File: src/rtl/instruction_issue_queue_if.sv
// instruction_issue_queue_if: decode-side enqueue and issue-side handshake bundle.
//   master: producer of enqueues / consumer of issues (decode + execute side)
//   slave : the issue queue itself
//   enq_valid/enq_ready, enq_payload, enq_src{1,2}_tag, enq_src{1,2}_rdy
//   iss_valid/iss_ready, iss_payload
interface instruction_issue_queue_if #(
   parameter int PAYLOAD_W = 64,
   parameter int TAG_W     = 5
);
   logic                 enq_valid;
   logic                 enq_ready;
   logic [PAYLOAD_W-1:0] enq_payload;
   logic [TAG_W-1:0]     enq_src1_tag;
   logic [TAG_W-1:0]     enq_src2_tag;
   logic                 enq_src1_rdy;
   logic                 enq_src2_rdy;
   logic                 iss_valid;
   logic                 iss_ready;
   logic [PAYLOAD_W-1:0] iss_payload;
   modport master (
      output enq_valid, enq_payload, enq_src1_tag, enq_src2_tag, enq_src1_rdy, enq_src2_rdy, iss_ready,
      input  enq_ready, iss_valid, iss_payload
   );
   modport slave (
      input  enq_valid, enq_payload, enq_src1_tag, enq_src2_tag, enq_src1_rdy, enq_src2_rdy, iss_ready,
      output enq_ready, iss_valid, iss_payload
   );
endinterface

File: src/rtl/instruction_issue_queue.sv
// instruction_issue_queue: age-ordered compacting issue queue with tag wakeup.
//   clk, rst_n (async active-low), flush (sync discard)
//   wake_valid/wake_tag : result broadcasts, port p at wake_tag[p*TAG_W +: TAG_W]
//   count               : occupied entries
//   io (slave)          : enqueue and issue handshakes
//   Optional macro IQ_ENQ_ISSUE_BYPASS_EN: same-cycle enqueue-to-issue when empty.
module instruction_issue_queue #(
   parameter int DEPTH      = 8,
   parameter int PAYLOAD_W  = 64,
   parameter int TAG_W      = 5,
   parameter int WAKE_PORTS = 2
) (
   input  logic                        clk,
   input  logic                        rst_n,
   input  logic                        flush,
   input  logic [WAKE_PORTS-1:0]       wake_valid,
   input  logic [WAKE_PORTS*TAG_W-1:0] wake_tag,
   output logic [$clog2(DEPTH):0]      count,
   instruction_issue_queue_if.slave    io
);
   localparam int IW = $clog2(DEPTH);
   localparam int CW = IW + 1;
   logic [PAYLOAD_W-1:0] pl [DEPTH];
   logic [PAYLOAD_W-1:0] npl [DEPTH];
   logic [TAG_W-1:0]     t1 [DEPTH];
   logic [TAG_W-1:0]     t2 [DEPTH];
   logic [TAG_W-1:0]     nt1 [DEPTH];
   logic [TAG_W-1:0]     nt2 [DEPTH];
   logic [DEPTH-1:0]     r1, r2, nr1, nr2, h1, h2;
   logic                 e1, e2, any, iss_q, byp, enq_w, sh;
   logic [IW-1:0]        sel;
   logic [CW-1:0]        wi, ncnt;
   always_comb begin
      h1 = '0;
      h2 = '0;
      e1 = io.enq_src1_rdy;
      e2 = io.enq_src2_rdy;
      for (int p = 0; p < WAKE_PORTS; p++) begin
         if (wake_valid[p]) begin
            for (int i = 0; i < DEPTH; i++) begin
               if (wake_tag[p*TAG_W +: TAG_W] == t1[i]) h1[i] = 1'b1;
               if (wake_tag[p*TAG_W +: TAG_W] == t2[i]) h2[i] = 1'b1;
            end
            if (wake_tag[p*TAG_W +: TAG_W] == io.enq_src1_tag) e1 = 1'b1;
            if (wake_tag[p*TAG_W +: TAG_W] == io.enq_src2_tag) e2 = 1'b1;
         end
      end
   end
   // Oldest eligible entry wins: scan from the top so the lowest index is kept.
   always_comb begin
      any = 1'b0;
      sel = '0;
      for (int i = DEPTH - 1; i >= 0; i--) begin
         if (CW'(i) < count && r1[i] && r2[i]) begin
            any = 1'b1;
            sel = IW'(i);
         end
      end
   end
   assign io.enq_ready = count < CW'(DEPTH);
   assign iss_q = any & ~flush & io.iss_ready;
`ifdef IQ_ENQ_ISSUE_BYPASS_EN
   assign byp            = count == '0 && !flush && io.enq_valid && e1 && e2;
   assign io.iss_valid   = (any & ~flush) | byp;
   assign io.iss_payload = any ? pl[sel] : io.enq_payload;
`else
   assign byp            = 1'b0;
   assign io.iss_valid   = any & ~flush;
   assign io.iss_payload = pl[sel];
`endif
   // A bypassed instruction that issues directly never occupies a slot.
   assign enq_w = io.enq_valid & io.enq_ready & ~flush & ~(byp & io.iss_ready);
   assign wi    = iss_q ? count - 1'b1 : count;
   assign ncnt  = flush ? '0 : count + CW'(enq_w) - CW'(iss_q);
   // Entries at or above the issued slot pull from their younger neighbour;
   // the wrapped read at the top index lands beyond the new count and is ignored.
   always_comb begin
      sh = 1'b0;
      for (int i = 0; i < DEPTH; i++) begin
         sh     = iss_q && IW'(i) >= sel;
         nr1[i] = sh ? r1[(i+1)%DEPTH] | h1[(i+1)%DEPTH] : r1[i] | h1[i];
         nr2[i] = sh ? r2[(i+1)%DEPTH] | h2[(i+1)%DEPTH] : r2[i] | h2[i];
         nt1[i] = sh ? t1[(i+1)%DEPTH] : t1[i];
         nt2[i] = sh ? t2[(i+1)%DEPTH] : t2[i];
         npl[i] = sh ? pl[(i+1)%DEPTH] : pl[i];
         if (enq_w && CW'(i) == wi) begin
            nr1[i] = e1;
            nr2[i] = e2;
            nt1[i] = io.enq_src1_tag;
            nt2[i] = io.enq_src2_tag;
            npl[i] = io.enq_payload;
         end
      end
   end
   always_ff @(posedge clk or negedge rst_n) begin
      if (!rst_n) begin
         count <= '0;
         r1    <= '0;
         r2    <= '0;
      end else begin
         count <= ncnt;
         r1    <= nr1;
         r2    <= nr2;
      end
   end
   always_ff @(posedge clk) begin
      pl <= npl;
      t1 <= nt1;
      t2 <= nt2;
   end
endmodule

File: src/flat_wrapper.sv
// flat-port wrapper written by rule: the top's interface ports become plain ports
module instruction_issue_queue_flat 
#(
   parameter int DEPTH      = 8,
   parameter int PAYLOAD_W  = 64,
   parameter int TAG_W      = 5,
   parameter int WAKE_PORTS = 2
)
  (clk, rst_n, flush, wake_valid, wake_tag, count, io_enq_valid, io_enq_payload, io_enq_src1_tag, io_enq_src2_tag, io_enq_src1_rdy, io_enq_src2_rdy, io_iss_ready, io_enq_ready, io_iss_valid, io_iss_payload);
  instruction_issue_queue_if #(.PAYLOAD_W(PAYLOAD_W), .TAG_W(TAG_W)) io_i ();
  input  logic clk;
  input  logic rst_n;
  input  logic flush;
  input  logic [WAKE_PORTS-1:0] wake_valid;
  input  logic [WAKE_PORTS*TAG_W-1:0] wake_tag;
  output logic [$clog2(DEPTH):0] count;
  input wire logic [$bits(io_i.enq_valid)-1:0] io_enq_valid;
  input wire logic [$bits(io_i.enq_payload)-1:0] io_enq_payload;
  input wire logic [$bits(io_i.enq_src1_tag)-1:0] io_enq_src1_tag;
  input wire logic [$bits(io_i.enq_src2_tag)-1:0] io_enq_src2_tag;
  input wire logic [$bits(io_i.enq_src1_rdy)-1:0] io_enq_src1_rdy;
  input wire logic [$bits(io_i.enq_src2_rdy)-1:0] io_enq_src2_rdy;
  input wire logic [$bits(io_i.iss_ready)-1:0] io_iss_ready;
  output wire logic [$bits(io_i.enq_ready)-1:0] io_enq_ready;
  output wire logic [$bits(io_i.iss_valid)-1:0] io_iss_valid;
  output wire logic [$bits(io_i.iss_payload)-1:0] io_iss_payload;
  assign io_i.enq_valid = io_enq_valid;
  assign io_i.enq_payload = io_enq_payload;
  assign io_i.enq_src1_tag = io_enq_src1_tag;
  assign io_i.enq_src2_tag = io_enq_src2_tag;
  assign io_i.enq_src1_rdy = io_enq_src1_rdy;
  assign io_i.enq_src2_rdy = io_enq_src2_rdy;
  assign io_i.iss_ready = io_iss_ready;
  assign io_enq_ready = io_i.enq_ready;
  assign io_iss_valid = io_i.iss_valid;
  assign io_iss_payload = io_i.iss_payload;
  instruction_issue_queue #(.DEPTH(DEPTH), .PAYLOAD_W(PAYLOAD_W), .TAG_W(TAG_W), .WAKE_PORTS(WAKE_PORTS)) u_core (.clk(clk), .rst_n(rst_n), .flush(flush), .wake_valid(wake_valid), .wake_tag(wake_tag), .count(count), .io(io_i));
endmodule
File: config.mk
export PLATFORM = sky130hd
export DESIGN_NAME = instruction_issue_queue_flat
export DESIGN_NICKNAME = d
export VERILOG_FILES = /design/src/rtl/instruction_issue_queue_if.sv /design/src/rtl/instruction_issue_queue.sv /design/src/flat_wrapper.sv
export SDC_FILE = /design/constraint.sdc
export NUM_CORES = 1
export LEC_CHECK = 0
export ABC_CLOCK_PERIOD_IN_PS = 9950
export CAP_MARGIN = 20
export CELL_PAD_IN_SITES_DETAIL_PLACEMENT = 1
export CELL_PAD_IN_SITES_GLOBAL_PLACEMENT = 1
export CORE_MARGIN = 1
export CORE_UTILIZATION = 50
export DETAILED_ROUTE_END_ITERATION = 16
export GPL_ROUTABILITY_DRIVEN = 1
export PLACE_DENSITY = 0.81
export SYNTH_ARGS = -nofsm -noshare
export SYNTH_HDL_FRONTEND = slang
export SYNTH_SLANG_ARGS = --single-unit
File: constraint.sdc
create_clock -name clk -period 9.95 [get_ports clk]
set_input_delay 1.4925 -clock clk [delete_from_list [all_inputs] [get_ports clk]]
set_output_delay 1.4925 -clock clk [all_outputs]
set_load 0.005 [all_outputs]
# --- Yosys cells after proc, flatten, opt, wreduce, memory -nomap -nowiden ---
# Cells that the tools add are included.
word_totals:
  ff_bits: 612
  out_inout_bits: 70
  elab_cells: 299
op_classes:
  add_sub_neg: 3
  magnitude_cmp: 18
  eq_ne: 43
  muxes: 145
  bitwise_logic: 22
  reduce_logical: 41
ops:
  columns: ["op", "n"]
  rows:
  - ["$mux 64", 18]
  - ["$bmux 64 s3", 1]
  - ["$eq 5x5->1", 36]
  - ["$mux 5", 32]
  - ["$mux 1", 80]
  - ["$logic_and 1x1->1", 32]
  - ["$mux 8", 4]
  - ["$mux 3", 8]
  - ["$eq 3x4->1 const A", 4]
  - ["$lt 3x4->1 const A", 4]
  - ["$or 1x1->1", 16]
  - ["$reduce_bool 2->1", 8]
  - ["$ge 3x3->1 const A", 4]
  - ["$eq 2x4->1 const A", 2]
  - ["$lt 1x4->1 const A", 2]
  - ["$lt 2x4->1 const A", 2]
  - ["$mux 4", 2]
  - ["$ge 1x3->1 const A", 2]
  - ["$ge 2x3->1 const A", 2]
  - ["$add 4x1->4", 1]
  - ["$and 1x1->1", 4]
  - ["$eq 1x4->1 const A", 1]
  - ["$ge 4x4->1 const B", 1]
  - ["$logic_not 4->1", 1]
  - ["other kinds (5)", 5]

# --- Logic depth before layout (Yosys ltp) ---
logic_depth:
  depth_word: 17
  ltp_mapped: 15
  mapped_depth_nobuf: 13

# --- Worst setup path after synthesis ---
# OpenSTA, ideal clock, no wires.
synth_path:
  path_kind: "input port to flip-flop"
  start: "input port flush"
  end: "register u_core.pl[448] (netlist bit) (enable)"
  setup_time_ns: 0.608
  arrival_time_ns: 6.921
  required_time_ns: 9.342
  setup_slack_ns: 2.421
  path_stages: 2
  cell_sequence: "nand2b_1 -> o21ai_0"
synth_between:
  elab_chain_cells: 7
  elab_cells_between_ends: 9
  cone_classes: "mux (1); bitwise (4); reduce/logical (4)"
synth_lines:
  columns: ["element", "line_no", "rtl"]
  rows:
  - ["from (decl)", "flat_wrapper.sv:13", "input logic flush;"]
  - ["$not 1->1 *", "instruction_issue_queue.sv:61, instruction_issue_queue.sv:72", null]
  - ["$and 1x1->1 (2 in series)", "instruction_issue_queue.sv:61", "assign iss_q = any & ~flush & io.iss_ready;"]
  - ["$mux 4", "instruction_issue_queue.sv:73", "assign wi = iss_q ? count - 1'b1 : count;"]
  - ["$logic_not 4->1", "instruction_issue_queue.sv:86", "if (enq_w && CW'(i) == wi) begin"]
  - ["$logic_and 1x1->1", "instruction_issue_queue.sv:86", null]
  - ["$reduce_bool 2->1 (no line) *", null, null]
  - ["to (signal assigned)", "instruction_issue_queue.sv:107", "pl <= npl;"]
  - ["to (decl)", "instruction_issue_queue.sv:23", "logic [PAYLOAD_W-1:0] pl [DEPTH];"]
# Mark *: on every way between the ends. The rest lies on a longest branch, timed or not.
# A chain may end at the register's enable or synchronous reset.

# --- Final worst setup path ---
layout_path:
  start: "register u_core.count[2]"
  end: "output port io_iss_payload[0]"
layout_between:
  elab_chain_cells: 15
  elab_cells_between_ends: 36
  cone_classes: "order compare (8); mux (11); bitwise (1); reduce/logical (16)"
layout_lines:
  columns: ["element", "line_no", "rtl"]
  rows:
  - ["from (decl)", "instruction_issue_queue.sv:18", "output logic [$clog2(DEPTH):0] count,"]
  - ["from (signal assigned)", "instruction_issue_queue.sv:101", "count <= ncnt;"]
  - ["$lt 3x4->1", "instruction_issue_queue.sv:54", "if (CW'(i) < count && r1[i] && r2[i]) begin"]
  - ["$logic_and 1x1->1 (2 in series)", "instruction_issue_queue.sv:54", null]
  - ["$mux 3 (7 in series)", "instruction_issue_queue.sv:54", null]
  - ["$mux 3 *", "instruction_issue_queue.sv:54", null]
  - ["$not 3->4 (implied by the code) *", "instruction_issue_queue.sv:69", "assign io.iss_payload = pl[sel];"]
  - ["$bmux 64 s3 *", "instruction_issue_queue.sv:69", null]
  - ["$mux 64 (implied by the code) * (2 in series)", "instruction_issue_queue.sv:69", null]
  - ["to (decl)", "flat_wrapper.sv:26", "output wire logic [$bits(io_i.iss_payload)-1:0] io_iss_payload;"]
# Mark *: on every way between the ends. The rest lies on a longest branch, timed or not. The select of a mux whose other input is x is not followed.

==> flow_summary.yaml <==
synthesis:
  yosys.area.top_type: "edfxtp_1"
  syn_inst: 2611
  synthArstFlopShare_pct: 3.27
  ys.flop_type: "edfxtp_1"
  synthTopCellsByArea: "edfxtp_1 (54%), mux2_2 (18%), nand2_1 (6.0%)"
  ys_warn_count: 0
  synth-edff-count: 592
  syn_area_per_cell_sq_um: 12.6
  synth_top_area_share_pct: 53.9
  synth_nets: 2717
  ys_ff_latch: 612
  syn-cell-area_sq_um: 33000
  yosysMostFrequentCell: "edfxtp_1"
  yosysUniqueCellTypes: 55
  synthTopCellsByCount: "edfxtp_1 (592), nand2_1 (525), mux2_2 (521), a21oi_1 (265), xor2_1 (145)"
  yosysSeqAreaShare_pct: 55.4
outcome:
  status: "finished, final reports clean"
setup_path:
  cp-start-kind: "flop"
  r2r_slack_ns: 4.36
  crit_fanout: 81
  cp.arrival_ns: 5.51
  worstReg2RegStart: "u_core.count[2]"
  r2r_end: "u_core.pl[254]"
  cp-end-kind: "primary output"
  r2r_cells: 11
  crit_required_ns: 8.46
  worstSetupPathType: "reg2out"
timing:
  slew_violations: 0
  setup-tns-final_ns: 0
  fin_worst_skew_ns: 0.0306
  finalCritPeriodShare_pct: 70.4
  final.min_clock_period_ns: 7.00
  slew_headroom_pct: 21.7
  worst-slew-pin-transition_ns: 1.17
  hold_ws_ns: 0.567
  hold_violations: 0
  setup_viol: 0
  grt_setup_unrepaired: "false"
  fmax_mhz: 143
cts:
  clkSinkCount: 612
  cts_root_buf: "clkbuf_16"
  postCtsResizedCells: 0
  holdBufCountCts: 0
  clk-insertion-delay-late_ns: 0.61
  cts_buffers: 69
  clockBufferDepth: 3
  cts-htree-levels: 3
  postCtsSetupBuffers: 0
  cts_tree: "built"
  clk_pin_slew_ns: 0.06
placement:
  dp_hpwl_microns: 56400
  port_buffers: 162
  place.gp.congestion: 0.879
  post-place-cells: 3485
global_routing:
  grt_pass1_wl_microns: 154000
  overflow: 0
  grt_max_degree: 99
  antenna_found_initial: 10
  gr-usage-all-layers_pct: 30.3
  grt_pass1_vias: 24600
final_layout:
  nets: 2809
  stdcell_count: 3607
  fin_util_pct: 57.8
  drive_above_1_share_pct: 28.5
  area_growth_syn_to_layout_pct: 13.6
detailed_routing:
  viasPerCell: 6.30
  wirelength_microns: 102000
  vias: 22700
  routedWlPerCell_microns: 28.2
  antenna_left: 0
  drc_errors: 0
  firstDrtPassIters: 5
  drt_iter0_drc: 1892
floorplanning:
  die_area_sq_um: 67000
  std_cell_rows: 93
  die_h_microns: 259
  fp.dieW_microns: 259
  io_pins: 163
  core-area_sq_um: 64800
  start_util_pct: 50.9
flow_run:
  maxCapViolations: 0
min_path:
  worstHoldStart: "u_core.pl[338]"
  min_to: "u_core.pl[402]"
  whs_path_depth: 1
  hold_class: "reg2reg"
power:
  p_leak_nw: 13.4
  pwr_density_cell_nw_per_um2: 368
  peakVddDrop_uv: 425
[routing by layer]
| metal | part of all wire, % | global-route usage (%) |
|---|---|---|
| met1 | 41 | 39.0 |
| met2 | 49 | 50.4 |
| met3 | 6.4 | 5.37 |
| met4 | 3.5 | 12.4 |
| met5 | 0.066 | 0 |
[power breakdown]
group	switching [mW]	internal (mW)	total (mW)
sequential	0.489	4.04	4.53
clock	1.05	1.38	2.43
combinational	4.09	2.75	6.84
total	5.64	8.16	13.8
[per-stage QoR]
step                      cell area (sq um)  setup slack (ns)  total power, mW
after floorplan                       33000              2.42             8.27
after global placement                35300              3.91             11.0
after detailed placement              35300              3.71             11.2
after CTS                             37400              3.02             13.8
after global routing                  37500              2.74             14.4
final                                 37500              2.95             13.8
[layout by cell type, fill, tap and decap left out, drive strengths merged, types with 5 or more instances in the layout]
master	Yosys	routed
mux2	609	609
mux2i	12	12
a31o	16	16
inv	6	6
o21ai	7	7
clkinv	0	20
or4	64	64
nand2b	8	8
clkbuf	100	91
a31oi	18	18
buf	86	45
diode	0	5
xnor2	36	36
a21oi	266	266
nand2	525	525
xor2	145	145
nand3	6	6
dfrtp	20	20
clkdlybuf4s50	0	162
nor4	36	36
ha	12	12
nor2b	5	5
edfxtp	592	592
[logic make-up (layout without fill, tap and decap cells)]
logic type                 count (synthesis)  count (layout)  share of synthesized area (%)
muxes                                    621             621                           22.2
buffers and inverters                    192             328                           2.66
AOI/OAI and AO/OA                        323             323                           5.44
xor gates and xnor gates                 181             181                           4.81
other                                      0               5                              0
adders and majority gates                 13              13                          0.516
and+or+nand+nor                          669             669                           9.01
DFF                                      612             612                           55.4
[how the worst max path moves through the flow]
stage                     from                  to  cells past startpoint
3_3_place_gp   u_core.count[2]  io_iss_payload[49]                     12
6_report       u_core.count[2]   io_iss_payload[0]                     11
5_1_grt        u_core.count[2]  io_iss_payload[45]                     12
4_1_cts        u_core.count[2]  io_iss_payload[45]                     12
2_1_floorplan            flush      u_core.pl[448]                      2
3_5_place_dp   u_core.count[2]  io_iss_payload[45]                     12
[critical path: stages (launching register included)]
cell,delay (ns)
dfrtp_1,0.43
inv_1,0.18
ha_1,0.40
o21ai_1,0.23
a21oi_1,0.51
o2bb2ai_4,0.19
buf_4,0.71
buf_4,0.84
nand2_1,0.18
a21oi_1,0.22
or4_1,0.28
clkdlybuf4s50_1,0.55
[cell type report]
class / count / area, sq um
tap: 855 / 1070
clock buffer: 91 / 1850
multi-input combinational: 1807 / 14000
sequential: 612 / 18300
timing repair buffer: 207 / 2030
inverter: 6 / 22.5
clock inverter: 24 / 198
antenna: 5 / 12.5
fill: 6388 / 27400
[registers in the layout (all words and copies together), names as in the netlist]
signal and flops:
u_core.t1 40, u_core.r2 8, u_core.r1 8, u_core.count 4
u_core.t2 40, u_core.pl 512
Power figures use the tool's default switching activity.
